==> config.mk <==
export PLATFORM = sky130hd
export DESIGN_NAME = lfsr_rand_scheduler_flat
export DESIGN_NICKNAME = d
export VERILOG_FILES = /design/src/rtl/lfsr_rand_pkg.sv /design/src/rtl/lfsr_rand_scheduler_if.sv /design/src/rtl/lfsr_galois_core.sv /design/src/rtl/lfsr_rand_scheduler.sv /design/src/flat_wrapper.sv
export SDC_FILE = /design/constraint.sdc
export NUM_CORES = 1
export LEC_CHECK = 0
export ABC_AREA = 0
export CAP_MARGIN = 40
export CORE_ASPECT_RATIO = 1.5
export CORE_MARGIN = 10
export CORE_UTILIZATION = 35
export DETAILED_ROUTE_END_ITERATION = 8
export GPL_TIMING_DRIVEN = 0
export PLACE_DENSITY = 0.66
export SLEW_MARGIN = 20
export SYNTH_ARGS = -nofsm -noshare
export SYNTH_HDL_FRONTEND = slang
export SYNTH_HIERARCHICAL = 1
export SYNTH_SLANG_ARGS = --single-unit
==> constraint.sdc <==
create_clock -name clk_in -period 2.95 [get_ports clk_in]
set_input_delay 0.4425 -clock clk_in [delete_from_list [all_inputs] [get_ports clk_in]]
set_output_delay 0.4425 -clock clk_in [all_outputs]
set_load 0.01 [all_outputs]
==> src/rtl/lfsr_rand_pkg.sv <==
// rtl/lfsr_rand_pkg.sv - shared state encoding and default LFSR constants for the random scheduler
package lfsr_rand_pkg;

  typedef enum logic [1:0] {
    IDLE    = 2'd0,
    ARB     = 2'd1,
    SHIFT   = 2'd2,
    DELIVER = 2'd3
  } state_e;

  localparam logic [15:0] TAPS_DEFAULT     = 16'hB400;
  localparam logic [15:0] SEED_DEFAULT_VAL = 16'h0001;

endpackage

==> src/rtl/lfsr_rand_scheduler_if.sv <==
// rtl/lfsr_rand_scheduler_if.sv - requester/seed/word bundle between consumers and the random scheduler
interface lfsr_rand_scheduler_if #(
  parameter int NUM_REQ = 4,
  parameter int LFSR_W  = 16,
  parameter int OUT_W   = 8
);

  logic [NUM_REQ-1:0] req_in;
  logic               seed_load_in;
  logic [LFSR_W-1:0]  seed_data_in;
  logic               entropy_in;
  logic [NUM_REQ-1:0] ack_out;
  logic [OUT_W-1:0]   rand_out;
  logic               busy_out;

  modport master (
    output req_in, seed_load_in, seed_data_in, entropy_in,
    input  ack_out, rand_out, busy_out
  );

  modport slave (
    input  req_in, seed_load_in, seed_data_in, entropy_in,
    output ack_out, rand_out, busy_out
  );

endinterface

==> src/rtl/lfsr_galois_core.sv <==
// rtl/lfsr_galois_core.sv - Galois LFSR with seed load, single-step advance and zero-state guard
// RAND_ENTROPY_MIX_EN folds entropy_i into the feedback bit of every step.
module lfsr_galois_core
  import lfsr_rand_pkg::*;
#(
  parameter int            W    = 16,
  parameter logic [W-1:0]  TAPS = W'(TAPS_DEFAULT),
  parameter logic [W-1:0]  SEED = W'(SEED_DEFAULT_VAL)
) (
  input  logic         clk_in,
  input  logic         rst_n_in,
  input  logic         load_i,
  input  logic [W-1:0] load_data_i,
  input  logic         step_i,
  input  logic         entropy_i,
  output logic         out_bit_o
);

  logic [W-1:0] lfsr_q, lfsr_d, stepped;
  logic         fb;

`ifdef RAND_ENTROPY_MIX_EN
  assign fb = lfsr_q[0] ^ entropy_i;
`else
  logic unused_entropy;
  assign unused_entropy = entropy_i;
  assign fb = lfsr_q[0];
`endif

  always_comb begin
    stepped = (lfsr_q >> 1) ^ (fb ? TAPS : '0);
    lfsr_d  = lfsr_q;
    if (load_i) begin
      lfsr_d = load_data_i;
    end else if (step_i) begin
      lfsr_d = stepped;
    end
    // All-zero is a lock-up state; both a zero seed and a zero step land on 1.
    if (lfsr_d == '0) begin
      lfsr_d = W'(1);
    end
  end

  always_ff @(posedge clk_in or negedge rst_n_in) begin
    if (!rst_n_in) begin
      lfsr_q <= SEED;
    end else begin
      lfsr_q <= lfsr_d;
    end
  end

  assign out_bit_o = lfsr_q[0];

endmodule

==> src/rtl/lfsr_rand_scheduler.sv <==
// rtl/lfsr_rand_scheduler.sv - round-robin sharing of one LFSR, one OUT_W-bit word per grant
// RAND_ENTROPY_MIX_EN (in lfsr_galois_core) mixes entropy_in into each LFSR step.
module lfsr_rand_scheduler
  import lfsr_rand_pkg::*;
#(
  parameter int                 NUM_REQ      = 4,
  parameter int                 LFSR_W       = 16,
  parameter int                 OUT_W        = 8,
  parameter logic [LFSR_W-1:0]  TAPS         = LFSR_W'(TAPS_DEFAULT),
  parameter logic [LFSR_W-1:0]  SEED_DEFAULT = LFSR_W'(SEED_DEFAULT_VAL)
) (
  input  logic                 clk_in,
  input  logic                 rst_n_in,
  lfsr_rand_scheduler_if.slave ifc
);

  localparam int               PTR_W    = (NUM_REQ > 1) ? $clog2(NUM_REQ) : 1;
  localparam int               CNT_W    = (OUT_W > 1) ? $clog2(OUT_W) : 1;
  localparam logic [CNT_W-1:0] CNT_LAST = CNT_W'(OUT_W - 1);
  localparam logic [PTR_W-1:0] PTR_LAST = PTR_W'(NUM_REQ - 1);

  state_e             state_q, state_d;
  logic [PTR_W-1:0]   rr_q, rr_d, win_q, win_d, cand, idx;
  logic               found;
  logic [CNT_W-1:0]   cnt_q, cnt_d;
  logic [OUT_W-1:0]   word_q, word_d, word_shift;
  logic [OUT_W-1:0]   rand_q, rand_d;
  logic [NUM_REQ-1:0] ack_q, ack_d;
  logic               lfsr_step, lfsr_bit;

  lfsr_galois_core #(
    .W    (LFSR_W),
    .TAPS (TAPS),
    .SEED (SEED_DEFAULT)
  ) u_core (
    .clk_in      (clk_in),
    .rst_n_in    (rst_n_in),
    .load_i      (ifc.seed_load_in),
    .load_data_i (ifc.seed_data_in),
    .step_i      (lfsr_step),
    .entropy_i   (ifc.entropy_in),
    .out_bit_o   (lfsr_bit)
  );

  // First requesting index at or above the pointer, wrapping around.
  always_comb begin
    found = 1'b0;
    cand  = rr_q;
    idx   = '0;
    for (int i = 0; i < NUM_REQ; i++) begin
      idx = PTR_W'((int'(rr_q) + i) % NUM_REQ);
      if (!found && ifc.req_in[idx]) begin
        found = 1'b1;
        cand  = idx;
      end
    end
  end

  assign word_shift = (word_q << 1) | OUT_W'(lfsr_bit);

  always_comb begin
    state_d   = state_q;
    rr_d      = rr_q;
    win_d     = win_q;
    cnt_d     = cnt_q;
    word_d    = word_q;
    ack_d     = '0;
    rand_d    = '0;
    lfsr_step = 1'b0;

    unique case (state_q)
      IDLE: begin
        if (|ifc.req_in) state_d = ARB;
      end
      ARB: begin
        if (found) begin
          win_d   = cand;
          cnt_d   = '0;
          state_d = SHIFT;
        end else begin
          state_d = IDLE;
        end
      end
      SHIFT: begin
        lfsr_step = 1'b1;
        word_d    = word_shift;
        cnt_d     = cnt_q + CNT_W'(1);
        if (cnt_q == CNT_LAST) begin
          state_d = DELIVER;
          ack_d   = NUM_REQ'(1) << win_q;
          rand_d  = word_shift;
        end
      end
      DELIVER: begin
        rr_d    = (win_q == PTR_LAST) ? '0 : win_q + PTR_W'(1);
        state_d = IDLE;
      end
      default: state_d = IDLE;
    endcase

    // A reseed abandons any grant still in flight; an ack already registered stands.
    if (ifc.seed_load_in) begin
      state_d   = IDLE;
      ack_d     = '0;
      rand_d    = '0;
      lfsr_step = 1'b0;
    end
  end

  always_ff @(posedge clk_in or negedge rst_n_in) begin
    if (!rst_n_in) begin
      state_q <= IDLE;
      rr_q    <= '0;
      win_q   <= '0;
      cnt_q   <= '0;
      word_q  <= '0;
      ack_q   <= '0;
      rand_q  <= '0;
    end else begin
      state_q <= state_d;
      rr_q    <= rr_d;
      win_q   <= win_d;
      cnt_q   <= cnt_d;
      word_q  <= word_d;
      ack_q   <= ack_d;
      rand_q  <= rand_d;
    end
  end

  assign ifc.ack_out  = ack_q;
  assign ifc.rand_out = rand_q;
  assign ifc.busy_out = (state_q != IDLE);

endmodule

==> src/flat_wrapper.sv <==
// flat-port wrapper written by rule: the top's interface ports become plain ports
module lfsr_rand_scheduler_flat import lfsr_rand_pkg::*;
#(
  parameter int                 NUM_REQ      = 4,
  parameter int                 LFSR_W       = 16,
  parameter int                 OUT_W        = 8,
  parameter logic [LFSR_W-1:0]  TAPS         = LFSR_W'(TAPS_DEFAULT),
  parameter logic [LFSR_W-1:0]  SEED_DEFAULT = LFSR_W'(SEED_DEFAULT_VAL)
)
  (clk_in, rst_n_in, ifc_req_in, ifc_seed_load_in, ifc_seed_data_in, ifc_entropy_in, ifc_ack_out, ifc_rand_out, ifc_busy_out);
  lfsr_rand_scheduler_if #(.NUM_REQ(NUM_REQ), .LFSR_W(LFSR_W), .OUT_W(OUT_W)) ifc_i ();
  input  logic clk_in;
  input  logic rst_n_in;
  input wire logic [$bits(ifc_i.req_in)-1:0] ifc_req_in;
  input wire logic [$bits(ifc_i.seed_load_in)-1:0] ifc_seed_load_in;
  input wire logic [$bits(ifc_i.seed_data_in)-1:0] ifc_seed_data_in;
  input wire logic [$bits(ifc_i.entropy_in)-1:0] ifc_entropy_in;
  output wire logic [$bits(ifc_i.ack_out)-1:0] ifc_ack_out;
  output wire logic [$bits(ifc_i.rand_out)-1:0] ifc_rand_out;
  output wire logic [$bits(ifc_i.busy_out)-1:0] ifc_busy_out;
  assign ifc_i.req_in = ifc_req_in;
  assign ifc_i.seed_load_in = ifc_seed_load_in;
  assign ifc_i.seed_data_in = ifc_seed_data_in;
  assign ifc_i.entropy_in = ifc_entropy_in;
  assign ifc_ack_out = ifc_i.ack_out;
  assign ifc_rand_out = ifc_i.rand_out;
  assign ifc_busy_out = ifc_i.busy_out;
  lfsr_rand_scheduler #(.NUM_REQ(NUM_REQ), .LFSR_W(LFSR_W), .OUT_W(OUT_W), .TAPS(TAPS), .SEED_DEFAULT(SEED_DEFAULT)) u_core (.clk_in(clk_in), .rst_n_in(rst_n_in), .ifc(ifc_i));
endmodule
# [Word-level counts from Yosys, hierarchy flattened]
# Cells that the tools add are included.
[totals] register_bits=44 latch_bits=0 ramBits=0 romBits=0 input_bits=24 out_inout_bits=13 wordCells=77 memories=0
[op_classes] addsub=5 multipliers=0 div=0 magnitude_cmp=4 n_eq_ne=8 n_shift=1 mux=35 bitwise_logic=2 reduce_logical=14
[op_table] op="2-to-1 mux 16 bit" count=4
[op_table] op="2-to-1 mux 8 bit" count=3
[op_table] op="logical NOT 16 bit" count=1
[op_table] op="2-to-1 mux 2 bit" count=8
[op_table] op="bitwise XOR 15 x 16 -> 16 bit" count=1
[op_table] op="less-than comparator 2 x 3 -> 1 bit (second input constant)" count=4
[op_table] op="2-to-1 mux 4 bit" count=3
[op_table] op="2-to-1 mux 1 bit" count=10
[op_table] op="binary-select mux 1 bit (select 2 bit)" count=4
[op_table] op="bitwise OR 8 x 1 -> 8 bit" count=1
[op_table] op="one-hot mux 2 bit (4 select lines)" count=1
[op_table] op="equality test 2 bit (second input constant)" count=3
[op_table] op="!= test 3 x 2 -> 1 bit (second input constant)" count=2
[op_table] op="one-hot mux 3 bit (2 select lines)" count=1
[op_table] op="AND reduction 2 bit" count=3
[op_table] op="adder 2 x 1 -> 2 bit (second input constant)" count=2
[op_table] op="adder 2 bit (second input constant)" count=2
[op_table] op="nonzero test 2 bit" count=2
[op_table] op="OR reduction 4 bit" count=1
[op_table] op="<< shifter 1 x 2 -> 4 bit (first input constant)" count=1
[op_table] op="adder 3 x 1 -> 3 bit (second input constant)" count=1
[op_table] op="equality test 3 bit (second input constant)" count=1
[op_table] op="logical AND 1 bit" count=3
[op_table] op="logical NOT 1 bit" count=3
[op_table] op="other kinds (4)" count=4

# [Longest topological paths before layout]
# Gate-level depths: netlist of run 1.
[logic_depth] ltp_word=15 depth_mapped=11 mapped_depth_nobuf=8

# [Hierarchy]
# The synthesis of run 1 kept the hierarchy.
[modules_own_cells] mod="lfsr_rand_scheduler" n_inst=1 cells_per_inst=117 area_each_um2=1231.2 seq_area_each_um2=700.7
[modules_own_cells] mod="lfsr_galois_core" n_inst=1 cells_per_inst=82 area_each_um2=813.3 seq_area_each_um2=401.6

# [Least setup slack after synthesis of run 1]
# Ideal clock, no wire load.
[synth_path] path_type="reg-to-reg" startpoint="register u_core.state_q[0]" endpoint="register u_core.u_core.lfsr_q[0]" setup_ns=0.097 t_arrival_ns=2.101 required_ns=2.853 path_slack_ns=0.752 stages_incl_launch_ff=10 path_buffers=2 period_less_slack_ns=2.198 cell_sequence="dfrtp_1 > inv_1 > nand2_1 > buf_2 > nor2_1 > buf_6 > mux2i_1 > o21ai_1 > or4_1 > o41ai_2"
[synth_via] elab_chain_len=7
[synth_lines] element="from (decl)" line="lfsr_rand_scheduler.sv:22" text="state_e state_q, state_d;"
[synth_lines] element="from (signal assigned)" line="lfsr_rand_scheduler.sv:120" text="state_q <= state_d;"
[synth_lines] element="equality test 2 bit *" line="lfsr_rand_scheduler.sv:71" text="unique case (state_q)"
[synth_lines] element="2-to-1 mux 1 bit *" line="lfsr_rand_scheduler.sv:71"
[synth_lines] element="2-to-1 mux 1 bit *" line="lfsr_rand_scheduler.sv:102" text="if (ifc.seed_load_in) begin"
[synth_lines] element="via u_core.lfsr_step" line="lfsr_rand_scheduler.sv:29" text="logic lfsr_step, lfsr_bit;"
[synth_lines] element="2-to-1 mux 16 bit *" line="lfsr_galois_core.sv:35" text="end else if (step_i) begin"
[synth_lines] element="2-to-1 mux 16 bit *" line="lfsr_galois_core.sv:33" text="if (load_i) begin"
[synth_lines] element="logical NOT 16 bit" line="lfsr_galois_core.sv:39" text="if (lfsr_d == '0) begin"
[synth_lines] element="2-to-1 mux 16 bit *" line="lfsr_galois_core.sv:39"
[synth_lines] element="via u_core.u_core.lfsr_d[0]" line="lfsr_galois_core.sv:19" text="logic [W-1:0] lfsr_q, lfsr_d, stepped;"
[synth_lines] element="to (signal assigned)" line="lfsr_galois_core.sv:48" text="lfsr_q <= lfsr_d;"
[synth_lines] element="to (decl)" line="lfsr_galois_core.sv:19"
# The timed path passes the listed nets; every way through them passes the cells marked *.
# A chain may end at the register's enable or synchronous reset.

# [Final worst setup path of run 1]
# Same ends and word-level chain as after synthesis.

==> results.py, run 1 <==
metrics = {
    "global_route": {
        "grt_pass1_vias": 1535,
        "grt_usage_pct": 9.94,
        "grt_first_pass_wirelength_um": 7390,
        "grt_antenna_before_repair": 0,
        "grt_overflow": 0,
        "grt_max_degree": 33,
    },
    "detailed_routing": {
        "first_pass_iters": 2,
        "viasPerCell": 4.73,
        "drt_wl_total_um": 4360,
        "ant_nets": 0,
        "drt_iter0_drc": 51,
        "post_drt_wl_per_cell_um": 13.8,
        "vias": 1490,
        "post-route-drc-count": 0,
    },
    "clocking": {
        "cts_buffer_depth": 2,
        "post_cts_buffers": 0,
        "cts_sinks": 44,
        "post_cts_resized": 0,
        "insertion_delay_ns": 0.29,
        "root_buffer": "clkbuf_8",
        "path_clk_slew_ns": 0.07,
        "cts_tree": "yes",
        "cts_hold_buf": 0,
        "cts_inserted_buffers": 5,
        "htreeDepth": 2,
    },
    "logic_synthesis": {
        "ys_seq_area_share_pct": 53.9,
        "syn_area_per_cell_um2": 10.3,
        "synthCells": 199,
        "yosysWarnings": 6,
        "synth_fp_nets": 229,
        "netlist_area_um2": 2040,
        "synth.distinct_cells": 34,
        "synth_seq_cells": 44,
        "synthArstFlopShare_pct": 100,
        "ys.flop_type": "dfrtp_1",
        "synth_enable_flop_cells": 0,
    },
    "floorplan": {
        "start_util_pct": 35.6,
        "num_rows": 34,
        "io_pins": 37,
        "die_h_um": 114,
        "fp.dieW_um": 82.4,
        "coreArea_um2": 5740,
        "fp.dieArea_um2": 9360,
    },
    "timing": {
        "grt_setup_unrepaired": "no",
        "finalSetupTns_ns": 0,
        "finalMaxSlewViolations": 0,
        "fin_crit_ns": 2.52,
        "period_share_pct": 85.3,
        "tightest_slew_ns": 0.431,
        "relSlewSlack_pct": 71.3,
        "finalHoldViolations": 0,
        "skew_ns": 0.00218,
        "setup_viol": 0,
        "fmax_ghz": 0.398,
    },
    "pwr": {
        "finalPower_uw": 1510,
        "ir_drop_mv": 0.175,
        "powerDensity_nw_per_um2": 581,
        "leakage_uw": 0.00114,
    },
    "worst_setup_path": {
        "cp_slowest_stage_delay_ns": 0.48,
        "cp-start-kind": "flop",
        "path_delay_family": "buffers and inverters",
        "worstPathRequired_ns": 3.14,
        "critPathBufInv": 4,
        "crit_slowest_cell": "dfrtp_1",
        "worstPathArrival_ns": 2.71,
        "end_kind": "flop",
        "cp_cell_sequence": "inv_1 -> nand2_1 -> buf_2 -> nor2_1 -> buf_6 -> buf_6 -> mux2i_1 -> o21ai_1 -> nor4_1 -> nand2_1 -> o41ai_2",
        "critical_path_class": "flop to flop",
        "cp_max_fo": 10,
    },
    "outcome": {
        "status": "complete, no violations",
    },
    "final_layout": {
        "post_route_cells_drive_above_1_share_pct": 9.05,
        "nFillCells": 555,
        "n_antenna_cell": 0,
        "nNetsFinal": 272,
        "syn_to_final_growth_pct": 26.7,
    },
    "place": {
        "place.gp.congestion": 0.875,
        "port_buffers": 35,
        "dp_hpwl_um": 3370,
    },
    "flow_run": {
        "drv_cap": 0,
    },
    "hold_path": {
        "min_path_type": "input port to asynchronous set/reset pin",
    },
}
==> cell usage after synthesis (all sizes together) (4+ instances only) <==
master	n	area [µm²]
a21oi	8	40.0
and2	12	75.1
buf	6	41.3
clkbuf	4	16.3
dfrtp	43	1080
ha	6	75.1
inv	4	15.0
mux2i	13	130
nand2	45	169
nor2	8	30.0
nor2b	4	25.0
o21ai	20	100
==> worst paths after layout <==
kind	start	endpoint	slack, ns	cells after the start
min reg2reg	u_core/word_q[6]$_DFFE_PN0N_	u_core/word_q[6]$_DFFE_PN0N_	0.49	2
max	u_core/state_q[0]$_DFFE_PN0P_	u_core/u_core/lfsr_q[0]$_DFF_PN1_	0.43	11
min	rst_n_in	u_core/u_core/lfsr_q[8]$_DFF_PN0_	0.04	1
min in group clk_in	u_core/word_q[6]$_DFFE_PN0N_	u_core/word_q[6]$_DFFE_PN0N_	0.49	2
max reg2reg	u_core/state_q[0]$_DFFE_PN0P_	u_core/u_core/lfsr_q[0]$_DFF_PN1_	0.43	11
max in group asynchronous	rst_n_in	u_core/u_core/lfsr_q[0]$_DFF_PN1_	2.37	2
==> cells by family (layout without fill, tap and decap cells) <==
logic type | after synthesis | in the layout | synth area share [%]
AOI/OAI and AO/OA | 39 | 39 | 12.9
buffers and inverters | 14 | 58 | 3.55
and+or+nand+nor | 79 | 79 | 17.8
DFF | 44 | 44 | 53.9
adders and majority gates | 6 | 6 | 3.67
xor gates and xnor gates | 3 | 3 | 1.29
muxes | 14 | 14 | 6.92
==> flip-flops by register name, summed over array words and instances, names as in the netlist <==
| signal | flops |
|---|---|
| u_core/ifc.rand_out | 8 |
| u_core/ifc.ack_out | 4 |
| u_core/rr_q | 2 |
| u_core/state_q | 2 |
| u_core/win_q | 2 |
| u_core/word_q | 7 |
| u_core/cnt_q | 3 |
| u_core/u_core/lfsr_q | 16 |
==> placed cells by master (no fill, tap or decap), drive strengths merged <==
cell           instances
nor2                   8
o21ai                 20
a2111oi                1
nor3                   2
clkbuf                12
nand2b                 1
ha                     6
nand2                 45
inv                    4
mux2i                 13
or2                    2
dfrtp                 43
nor4                   3
buf                    8
and2                  12
mux2                   1
o211ai                 2
xnor2                  3
a211oi                 1
nor2b                  4
o31ai                  1
clkdlybuf4s50         34
dfstp                  1
a21oi                  8
nor3b                  1
or4                    1
o41ai                  2
a2bb2oi                1
o22ai                  3
==> through the flow <==
| stage | cells | util (%) | worst slack, ns | area [µm²] | hold WS (ns) |
|---|---|---|---|---|---|
| 4_1_cts | 315 | 45.1 | 0.401 | 2590 | 0.0425 |
| 5_1_grt | 315 | 45.1 | 0.193 | 2590 | 0.0486 |
| 3_5_place_dp | 307 | 43.5 | 0.185 | 2500 | 0.358 |
| 2_1_floorplan | 199 | - | 0.752 | 2040 | 0.147 |
| 3_3_place_gp | 306 | 43.3 | 0.232 | 2480 | 0.460 |
| 6_report | 315 | 45.1 | 0.435 | 2590 | 0.0422 |
==> metal layers <==
metal  wire [µm]  up-vias  track usage (%)
met1        1770      695             11.0
met2        2210       33             16.7
met4         102        0             4.78
met3         274        7             2.83
met5           0        -                0
li1            -      755                -
==> where the power goes <==
group / switching (µW) / internal, µW / total [µW]
combinational: 167 / 161 / 328
clock: 184 / 191 / 375
sequential: 92.2 / 710 / 802
total: 444 / 1060 / 1510
==> cell type report <==
cell class	count	area [µm²]	share of cell area, %
flip-flops and latches	44	1100	42.6
well taps	72	90.1	3.48
multi-input cells	141	870	33.6
plain buffers	10	57.6	2.22
inverters	4	15.0	0.580
repair buffers	36	365	14.1
clock buffers	8	90.1	3.48
No activity file was read; power rests on OpenSTA's default activity.
==> run 2: changes to the inputs <==
==> constraint.sdc (replaced) <==
create_clock -name clk_in -period 3.1 [get_ports clk_in]
set_input_delay 0.465 -clock clk_in [delete_from_list [all_inputs] [get_ports clk_in]]
set_output_delay 0.465 -clock clk_in [all_outputs]
set_load 0.01 [all_outputs]
==> results of run 2 <==
Same layout as run 1 (identical final DEF). Status: complete, no violations.
Among the figures that moved: setup slack after placement 0.185 ns -> 0.312 ns; setup slack after layout 0.435 ns -> 0.585 ns; hold slack 0.0422 ns -> 0.0647 ns; register-to-register setup slack 0.43 ns -> 0.58 ns; total power 1510 µW -> 1430 µW; worst IR drop on VDD 0.175 mV -> 0.167 mV
